--- src/rtl/seq_pkg.sv ---
// rtl/seq_pkg.sv - shared FSM state type and default pattern for the serial pattern path
//
// Imported by the serializer and by the bit-serial detectors, so both sides
// agree on the reference pattern and its length.

package seq_pkg;

    // Serializer control states.
    typedef enum logic [1:0] {
        ST_IDLE = 2'd0,
        ST_SEND = 2'd1,
        ST_GAP  = 2'd2,
        ST_FIN  = 2'd3
    } seq_state_e;

    // Reference pattern, transmitted MSB first.
    localparam int                     SEQ_PAT_LEN = 6;
    localparam logic [SEQ_PAT_LEN-1:0] SEQ_PATTERN = 6'b110011;

endpackage

--- src/rtl/pattern_bit_counter.sv ---
// rtl/pattern_bit_counter.sv - loadable down-counter with zero flag
//
// Ports:
//   clk, rst   clock and asynchronous active-high reset
//   load       load load_val (takes priority over dec)
//   load_val   value to load
//   dec        decrement by one; holds at zero rather than wrapping
//   count      current count
//   zero       high when count is zero

module pattern_bit_counter #(
    parameter int W = 4
) (
    input  logic         clk,
    input  logic         rst,
    input  logic         load,
    input  logic [W-1:0] load_val,
    input  logic         dec,
    output logic [W-1:0] count,
    output logic         zero
);

    logic [W-1:0] count_q;
    logic [W-1:0] count_d;

    always_comb begin
        count_d = count_q;
        if (load) begin
            count_d = load_val;
        end else if (dec && (count_q != '0)) begin
            count_d = count_q - 1'b1;
        end
    end

    always_ff @(posedge clk or posedge rst) begin
        if (rst) begin
            count_q <= '0;
        end else begin
            count_q <= count_d;
        end
    end

    assign count = count_q;
    assign zero  = (count_q == '0);

endmodule

--- src/rtl/pattern_serializer.sv ---
// rtl/pattern_serializer.sv - repeating fixed-pattern serial transmitter with gap and handshake
//
// Ports:
//   clk, rst     clock and asynchronous active-high reset
//   start        launch request, sampled only in IDLE
//   repeat_cnt   frames to send, latched on accepted start (0 = finish at once)
//   gap_len      idle cycles between frames, latched on accepted start
//   abort        synchronous stop; drops the burst without a done pulse
//   out_bit      registered serial data
//   out_valid    out_bit carries a pattern bit
//   frame_last   final bit of each frame
//   busy         burst in progress
//   done         one-cycle completion pulse
//
// All outputs are registered from the current state, so they lag the state
// register by one cycle: a start accepted at edge N shows its first bit and
// busy after edge N+1. Abort is folded into the output register directly so
// the line goes quiet on the same edge the FSM returns to IDLE.

module pattern_serializer
    import seq_pkg::*;
#(
    parameter int                 PAT_LEN    = SEQ_PAT_LEN,
    parameter logic [PAT_LEN-1:0] PATTERN    = SEQ_PATTERN,
    parameter int                 CNT_W      = 8,
    parameter int                 GAP_W      = 4,
    parameter logic               IDLE_LEVEL = 1'b0
) (
    input  logic             clk,
    input  logic             rst,
    input  logic             start,
    input  logic [CNT_W-1:0] repeat_cnt,
    input  logic [GAP_W-1:0] gap_len,
    input  logic             abort,
    output logic             out_bit,
    output logic             out_valid,
    output logic             frame_last,
    output logic             busy,
    output logic             done
);

    // The bit-index counter doubles as the gap counter, so it must hold
    // whichever range is larger.
    localparam int IDX_W = $clog2(PAT_LEN);
    localparam int CW    = (IDX_W > GAP_W) ? IDX_W : GAP_W;
    localparam logic [CW-1:0] IDX_TOP = CW'(PAT_LEN - 1);

    seq_state_e state_q, state_d;
    logic [GAP_W-1:0] gap_q, gap_d;

    logic          bit_load, bit_dec, bit_zero;
    logic [CW-1:0] bit_load_val, bit_cnt;

    logic             frm_load, frm_dec, frm_zero;
    logic [CNT_W-1:0] frm_load_val;
    logic [CNT_W-1:0] frm_cnt_unused;

    logic out_bit_q, out_valid_q, frame_last_q, busy_q, done_q;
    logic out_bit_d, out_valid_d, frame_last_d, busy_d, done_d;

    logic [PAT_LEN-1:0] pat_shifted;

    pattern_bit_counter #(.W(CW)) u_bit_cnt (
        .clk      (clk),
        .rst      (rst),
        .load     (bit_load),
        .load_val (bit_load_val),
        .dec      (bit_dec),
        .count    (bit_cnt),
        .zero     (bit_zero)
    );

    // Holds frames remaining after the current one, so zero at the last
    // bit means the burst is complete.
    pattern_bit_counter #(.W(CNT_W)) u_frm_cnt (
        .clk      (clk),
        .rst      (rst),
        .load     (frm_load),
        .load_val (frm_load_val),
        .dec      (frm_dec),
        .count    (frm_cnt_unused),
        .zero     (frm_zero)
    );

    always_comb begin
        state_d      = state_q;
        gap_d        = gap_q;
        bit_load     = 1'b0;
        bit_load_val = '0;
        bit_dec      = 1'b0;
        frm_load     = 1'b0;
        frm_load_val = '0;
        frm_dec      = 1'b0;

        case (state_q)
            ST_IDLE: begin
                // Abort outranks a simultaneous start.
                if (start && !abort) begin
                    if (repeat_cnt != '0) begin
                        state_d      = ST_SEND;
                        gap_d        = gap_len;
                        bit_load     = 1'b1;
                        bit_load_val = IDX_TOP;
                        frm_load     = 1'b1;
                        frm_load_val = repeat_cnt - 1'b1;
                    end else begin
                        state_d = ST_FIN;
                    end
                end
            end
            ST_SEND: begin
                if (abort) begin
                    state_d = ST_IDLE;
                end else if (bit_zero) begin
                    if (frm_zero) begin
                        state_d = ST_FIN;
                    end else begin
                        frm_dec  = 1'b1;
                        bit_load = 1'b1;
                        if (gap_q != '0) begin
                            // Counter ends at zero, so load one less than
                            // the number of gap cycles.
                            state_d      = ST_GAP;
                            bit_load_val = CW'(gap_q - 1'b1);
                        end else begin
                            bit_load_val = IDX_TOP;
                        end
                    end
                end else begin
                    bit_dec = 1'b1;
                end
            end
            ST_GAP: begin
                if (abort) begin
                    state_d = ST_IDLE;
                end else if (bit_zero) begin
                    state_d      = ST_SEND;
                    bit_load     = 1'b1;
                    bit_load_val = IDX_TOP;
                end else begin
                    bit_dec = 1'b1;
                end
            end
            ST_FIN: begin
                state_d = ST_IDLE;
            end
            default: begin
                state_d = ST_IDLE;
            end
        endcase
    end

    assign pat_shifted = PATTERN >> bit_cnt;

    always_comb begin
        out_bit_d    = IDLE_LEVEL;
        out_valid_d  = 1'b0;
        frame_last_d = 1'b0;
        busy_d       = 1'b0;
        done_d       = 1'b0;

        case (state_q)
            ST_SEND: begin
                if (!abort) begin
                    out_bit_d    = pat_shifted[0];
                    out_valid_d  = 1'b1;
                    frame_last_d = bit_zero;
                    busy_d       = 1'b1;
                end
            end
            ST_GAP: begin
                busy_d = !abort;
            end
            ST_FIN: begin
                done_d = 1'b1;
            end
            default: begin
                busy_d = 1'b0;
            end
        endcase
    end

    always_ff @(posedge clk or posedge rst) begin
        if (rst) begin
            state_q      <= ST_IDLE;
            gap_q        <= '0;
            out_bit_q    <= IDLE_LEVEL;
            out_valid_q  <= 1'b0;
            frame_last_q <= 1'b0;
            busy_q       <= 1'b0;
            done_q       <= 1'b0;
        end else begin
            state_q      <= state_d;
            gap_q        <= gap_d;
            out_bit_q    <= out_bit_d;
            out_valid_q  <= out_valid_d;
            frame_last_q <= frame_last_d;
            busy_q       <= busy_d;
            done_q       <= done_d;
        end
    end

    assign out_bit    = out_bit_q;
    assign out_valid  = out_valid_q;
    assign frame_last = frame_last_q;
    assign busy       = busy_q;
    assign done       = done_q;

endmodule

--- config.mk ---
export PLATFORM = sky130hd
export DESIGN_NAME = pattern_serializer
export DESIGN_NICKNAME = d
export VERILOG_FILES = /design/src/rtl/seq_pkg.sv /design/src/rtl/pattern_bit_counter.sv /design/src/rtl/pattern_serializer.sv
export SDC_FILE = /design/constraint.sdc
export NUM_CORES = 1
export LEC_CHECK = 0
export ABC_AREA = 1
export ABC_CLOCK_PERIOD_IN_PS = 1400
export BUFFER_PORTS_ARGS = -buffer_cell sky130_fd_sc_hd__buf_4
export CAP_MARGIN = 10
export CORE_MARGIN = 2
export CORE_UTILIZATION = 52
export DETAILED_ROUTE_END_ITERATION = 8
export PLACE_DENSITY = 0.86
export SLEW_MARGIN = 10
export SYNTH_ARGS = -nofsm -noshare
export SYNTH_HDL_FRONTEND = slang
export SYNTH_SLANG_ARGS = --single-unit
--- constraint.sdc ---
create_clock -name clk -period 1.4 [get_ports clk]
set_input_delay 0.07 -clock clk [delete_from_list [all_inputs] [get_ports clk]]
set_output_delay 0.07 -clock clk [all_outputs]
set_load 0.01 [all_outputs]
==> flow_metrics.py, run 1 <==
metrics = {
    "outcome": {
        "status": "finished with violations",
        "violations": "DRC, setup timing",
    },
    "sta": {
        "rsz0062_at_grt": "yes",
        "fin_setup_tns_ps": -2379,
        "finalCriticalPeriod_ps": 1634,
        "maxSlewHeadroom": 0.7458,
        "finClkSkew_ps": 5.250,
        "max_clock_freq_mhz": 612.1,
        "setup_viol": 18,
        "fin_crit_sh": 1.167,
        "drv_slew": 0,
        "worst_slack_ps": -233.8,
        "finalHoldViolations": 0,
        "worst_pin_slew_ps": 379.9,
    },
    "final_layout": {
        "drive_above_1_share": 0.4486,
        "nFillCells": 172,
        "num_antenna_cells": 0,
        "utilization": 0.8288,
        "layout.nets": 321,
        "synthToLayoutAreaGrowth_pct": 54.19,
    },
    "hold_path": {
        "hold_depth": 4,
        "min_from": "repeat_cnt[7]",
        "whs_endpoint": "u_frm_cnt.count[7]",
        "min_path_type": "in -> reg",
    },
    "clocking": {
        "htree_levels": 1,
        "clk_latency_ps": 320,
        "clock_sinks": 23,
        "clockRootBuffer": "clkbuf_4",
        "clockBufferDepth": 2,
        "cts_buffers": 3,
        "cts_tree": "done",
        "clk_pin_slew_ps": 130,
    },
    "die": {
        "die_y_um": 59.72,
        "core_um2": 3003,
        "rows": 20,
        "die_w_um": 59.72,
        "start_util": 0.5375,
        "ios": 21,
        "dieArea_um2": 3566,
    },
    "synthesis": {
        "avgSynthCellArea_um2": 7.686,
        "yosys_register_bits": 23,
        "ys_types": 27,
        "synth_area_um2": 1614,
        "syn_inst": 210,
        "syn-num-nets": 238,
        "ys_seq_area_frac": 0.3566,
        "ys_warn_count": 0,
    },
    "drt": {
        "initialDrtViolationCount": 125,
        "vias": 1800,
        "firstDrtPassIters": 6,
        "vias_per_cell": 5.538,
        "drc": 2,
        "wl_per_cell_um": 16.21,
        "detail-route-antenna-nets": 0,
        "wirelength_um": 5269,
    },
    "run": {
        "maxCapViolCount": 0,
    },
    "power_and_ir_drop": {
        "clkPwrFrac": 0.071,
        "comb_power_share": 0.679,
        "irDropWorstVdd_uv": 992.7,
        "power.density_nw_per_um2": 1830,
        "p_leak_nw": 1.291,
        "seq_power_share": 0.250,
        "switchingPower_mw": 2.045,
        "power.internal_mw": 2.509,
        "sw_frac_of_total": 0.4491,
    },
    "worst_setup_path": {
        "r2r-end": "u_bit_cnt.count[2]",
        "start_kind": "register",
        "reg2reg_from": "state_q[0]",
        "critPathMaxFanout": 5,
        "critPathCaptureType": "register",
        "cp_data_required_time_ps": 1620,
        "reg2reg_slack_ps": -230,
        "crit_arrival_ps": 1850,
        "path_class": "reg -> reg",
        "reg2reg_depth": 11,
    },
    "place": {
        "io_buffers": 20,
        "dp_hpwl_um": 2827,
        "gp_congestion": 0.8231,
    },
    "global_route": {
        "grt_first_pass_wirelength_um": 7279,
        "antenna_found_initial": 0,
        "grt_max_degree": 24,
        "grt_pass1_vias": 1666,
        "grt_use_total": 0.2691,
        "grt_overflow": 0,
    },
}
==> registers in the layout, indices dropped and copies added, names as in the netlist, 2 cells and up <==
name,flops
u_frm_cnt.count,8
gap_q,4
u_bit_cnt.count,4
state_q,2
==> final cells by class <==
cell class / count / area (um2) / share of cell area
Multi-Input combinational cell: 151 / 1086 / 0.4364
Timing Repair Buffer: 78 / 621.8 / 0.2499
Clock buffer: 4 / 26.28 / 0.01056
Sequential cell: 23 / 575.6 / 0.2313
Inverter: 36 / 137.6 / 0.05530
Tap cell: 33 / 41.29 / 0.01659
==> cells in the mapped netlist <==
| cell | instances | area share |
|---|---|---|
| a21oi_1 | 3 | 0.0093 |
| a31oi_1 | 1 | 0.0039 |
| buf_6 | 2 | 0.014 |
| dfrtp_1 | 23 | 0.36 |
| ha_1 | 12 | 0.093 |
| inv_1 | 32 | 0.074 |
| inv_2 | 3 | 0.0070 |
| inv_4 | 1 | 0.0039 |
| nand2_1 | 39 | 0.091 |
| nand2_2 | 5 | 0.019 |
| nand2_4 | 1 | 0.0070 |
| nand3_1 | 19 | 0.059 |
| nand3_4 | 1 | 0.011 |
| nand3b_1 | 1 | 0.0047 |
| nand4_1 | 1 | 0.0039 |
| nor2_1 | 16 | 0.037 |
| nor2_2 | 3 | 0.012 |
| nor2_4 | 1 | 0.0070 |
| nor3_1 | 6 | 0.019 |
| o211ai_1 | 6 | 0.028 |
| o21ai_0 | 13 | 0.040 |
| o21ai_1 | 6 | 0.019 |
| o21ai_4 | 1 | 0.010 |
| o22ai_1 | 2 | 0.0078 |
| or2_2 | 1 | 0.0039 |
| xnor2_1 | 3 | 0.016 |
| xor2_1 | 8 | 0.043 |
==> worst max-delay path, cell delays in order (launching register included) <==
cell and delay (ps):
dfrtp_1 450, inv_2 120, ha_2 170, inv_1 80
nor2_4 120, nand2_2 110, nand3_4 120, nand2_4 80
nand2_2 90, nand2_1 70, nand2_1 70, nand2_1 50
==> worst max-delay path by stage <==
| stage | from | end | slack, ps | cells after the start |
|---|---|---|---|---|
| after global placement | repeat_cnt[1] | u_bit_cnt.count[1] | -110 | 10 |
| after floorplan | u_frm_cnt.count[0] | u_bit_cnt.count[3] | 3 | 11 |
| final | state_q[0] | u_bit_cnt.count[2] | -230 | 11 |
| after CTS | state_q[1] | u_bit_cnt.count[2] | -90 | 11 |
| after detailed placement | repeat_cnt[0] | u_frm_cnt.count[1] | -200 | 8 |
| after global routing | state_q[0] | u_bit_cnt.count[2] | -320 | 11 |
==> stage by stage <==
step                      worst slack [ps]  hold slack, ps  cell area (um2)  power [mW]  cells
final                               -233.8           55.13             2489       4.554    325
after CTS                           -88.13           65.22             2285       3.936    314
after global routing                -322.5           139.3             2489       4.826    325
after floorplan                      3.113           71.92             1639       2.452    210
after detailed placement            -197.7           131.2             2076       3.396    295
after global placement              -106.8           131.8             2076       3.296    295
==> cells by family after synthesis <==
| group | Yosys count | synth area share |
|---|---|---|
| simple gates | 94 | 0.2737 |
| buf+inv | 38 | 0.09923 |
| compound gates | 32 | 0.1178 |
| flops | 23 | 0.3566 |
| fa+ha+maj | 12 | 0.09302 |
| xor+xnor | 11 | 0.05969 |
==> layout by cell type (no fill, tap or decap), types with 7 or more instances in the layout <==
master / Yosys / routed
buf_4: 0 / 69
nand2_1: 39 / 29
inv_1: 32 / 24
dfrtp_1: 23 / 23
nand3_1: 19 / 16
nor2_1: 16 / 12
inv_2: 3 / 11
o21ai_0: 13 / 10
nand2_2: 5 / 9
xor2_1: 8 / 8
nand2_4: 1 / 7
ha_1: 12 / 7
==> power by group through the flow <==
stage / Clock, mW / Sequential [mW] / Combinational [mW]
2_1_floorplan: 0 / 1.15 / 1.31
3_3_place_gp: 0 / 1.11 / 2.18
3_5_place_dp: 0 / 1.13 / 2.27
4_1_cts: 0.309 / 1.12 / 2.51
5_1_grt: 0.333 / 1.16 / 3.33
6_report: 0.322 / 1.14 / 3.09
==> what timing repair did <==
item	4_1_cts	5_1_grt
gates resized for setup	18	32
cloned	2	0
buffers inserted	8	13
setup endpoints to repair	18	19
hold buffers	5	0
hold endpoints to repair	27	0
pin swaps	8	20
==> layer usage <==
layer | global-route usage | vias up | share of wire
li1 | - | 846 | -
met5 | 0 | - | 0
met3 | 0.03896 | 20 | 0.053
met1 | 0.3067 | 846 | 0.38
met4 | 0.1079 | 0 | 0.029
met2 | 0.4969 | 88 | 0.53
(Power assumes the default switching activity.)
==> run 2, diff against run 1 <==
Settings changed: ABC_CLOCK_PERIOD_IN_PS 1400 to 1600, CORE_MARGIN 2 to unset, CORE_UTILIZATION 52 to 55.
Clock period 1.4 ns to 1.6 ns, I/O delays scaled along.
==> run 2 against run 1 <==
The flow now finishes without violations. Critical path type unchanged. Worst setup slack gained 240 ps. Largest cell class unchanged. Critical path depth shrank 4. Clock power is 10% lower. Die area down 12%. Sequential share of layout area is 4.3 points higher. Combinational power decreased by 38%. Critical endpoint is now state_q[1]. Flip-flop and latch count unchanged. Register-to-register slack gained 240 ps. Highest routed layer unchanged.
==> flow_metrics.py, run 2 (same netlist as run 1, synthesis figures left out) <==
metrics = {
    "sta": {
        "setup_viol": 0,
        "max_clock_freq_mhz": 626.0,
        "fin_crit_sh": 0.9984,
        "drv_slew": 0,
        "worst_pin_slew_ps": 322.6,
        "finalCriticalPeriod_ps": 1597,
        "worst_slack_ps": 2.500,
        "finClkSkew_ps": 1.470,
        "finalHoldViolations": 0,
        "maxSlewHeadroom": 0.7847,
    },
    "place": {
        "dp_hpwl_um": 2621,
        "placedCellCount": 270,
        "gp_congestion": 0.8542,
        "io_buffers": 20,
        "dp_slack_ps": -6.272,
    },
    "run": {
        "maxCapViolCount": 0,
    },
    "worst_setup_path": {
        "cp_data_required_time_ps": 1820,
        "reg2reg_depth": 7,
        "critical_path.startpoint": "gap_q[1]",
        "crit_arrival_ps": 1820,
        "reg2reg_slack_ps": 3,
        "critPathCaptureType": "register",
        "reg2reg_from": "gap_q[1]",
        "critPathMaxFanout": 4,
        "start_kind": "register",
        "path_class": "reg -> reg",
        "r2r-end": "state_q[1]",
    },
    "clocking": {
        "clockBufferDepth": 2,
        "clk_pin_slew_ps": 130,
        "cts_buffers": 3,
        "clk_latency_ps": 320,
        "cts_tree": "done",
        "clockRootBuffer": "clkbuf_4",
        "clock_sinks": 23,
        "htree_levels": 1,
    },
    "drt": {
        "vias_per_cell": 5.564,
        "wirelength_um": 4057,
        "drc": 0,
        "vias": 1608,
        "firstDrtPassIters": 4,
        "detail-route-antenna-nets": 0,
        "initialDrtViolationCount": 84,
        "wl_per_cell_um": 14.04,
    },
    "global_route": {
        "grt_max_degree": 24,
        "antenna_found_initial": 0,
        "grt_use_total": 0.2555,
        "grt_first_pass_wirelength_um": 6334,
        "grt_overflow": 0,
        "grt_pass1_vias": 1481,
    },
    "hold_path": {
        "whs_endpoint": "u_frm_cnt.count[7]",
        "min_from": "repeat_cnt[7]",
        "hold_depth": 4,
        "min_path_type": "in -> reg",
    },
    "die": {
        "ios": 21,
        "die_w_um": 56.17,
        "start_util": 0.5853,
        "die_y_um": 56.17,
        "rows": 19,
        "dieArea_um2": 3155,
        "core_um2": 2758,
    },
    "final_layout": {
        "layout_commonest_cell": "buf_4",
        "layout.nets": 287,
        "largest_reg_flops": 8,
        "nFillCells": 206,
        "drive_above_1_share": 0.2907,
        "synthToLayoutAreaGrowth_pct": 30.23,
        "num_antenna_cells": 0,
        "mostFrequentLayoutCells": "buf_4, nand2_1, inv_1, dfrtp_1, nand3_1",
        "instances_no_fill": 289,
    },
    "power_and_ir_drop": {
        "p_leak_nw": 1.072,
        "power.density_nw_per_um2": 1534,
        "irDropWorstVdd_uv": 1219,
    },
    "outcome": {
        "status": "complete, no violations",
    },
}
[run 2: cell types whose count changed in the layout (fill, tap and decap cells not counted), sizes merged]
cell	change
buf	-34
[run 2: routing by layer]
| metal | wire length [um] | track usage | vias up |
|---|---|---|---|
| met5 | 0 | 0 | - |
| li1 | - | - | 775 |
| met3 | 196 | 0.03488 | 15 |
| met2 | 1995 | 0.4422 | 63 |
| met1 | 1711 | 0.3160 | 755 |
| met4 | 153 | 0.1115 | 0 |
[run 2: through the flow]
step / TNS [ps] / instance area, um2 / hold slack (ps) / total power [mW] / utilization
global route: -224.7 / 2102 / 72.93 / 3.479 / 0.7623
global placement: -12.86 / 1863 / 143.5 / 2.521 / 0.6756
detailed placement: -12.44 / 1863 / 156.2 / 2.572 / 0.6756
finish: 0 / 2102 / 56.92 / 3.224 / 0.7623
floorplan: 0 / 1614 / 81.92 / 2.102 / -
CTS: 0 / 1974 / 66.09 / 2.905 / 0.7160
[run 2: final cells by class]
type,count,area (um2),area share
clock buffers,4,26.28,0.01250
inverters,36,137.6,0.06548
multi-input cells,151,968.4,0.4607
flip-flops and latches,23,575.6,0.2738
well taps,31,38.79,0.01845
repair buffers,44,355.3,0.1690
[run 2: how the worst max path moves through the flow]
stage | endpoint | slack [ps] | depth (start not counted)
after floorplan | u_bit_cnt.count[3] | 120 | 11
after global placement | u_frm_cnt.count[3] | -10 | 9
after detailed placement | u_frm_cnt.count[3] | -6 | 9
after CTS | u_bit_cnt.count[2] | 10 | 11
after global routing | state_q[1] | -60 | 7
final | state_q[1] | 3 | 7
[run 2: critical path, cell delays in order (launching register included)]
cell and delay [ps]:
dfrtp_1 410, inv_1 120, ha_1 240, nand3_1 180, nor3_1 280, nor2_2 100
o21ai_1 80, o21ai_0 90
[run 2: where the power goes]
part	total [mW]	internal [mW]	switching [mW]
logic	1.93	0.840	1.09
clock network	0.289	0.0979	0.191
registers	1.00	0.828	0.174
[run 2: repair_timing]
item,CTS,global route
resized for setup,0,24
endpoints found under the hold margin,27,0
buffers inserted,3,5
pin swaps,0,7
endpoints found under the setup margin,5,18
hold buffers,5,0
cloned,0,2
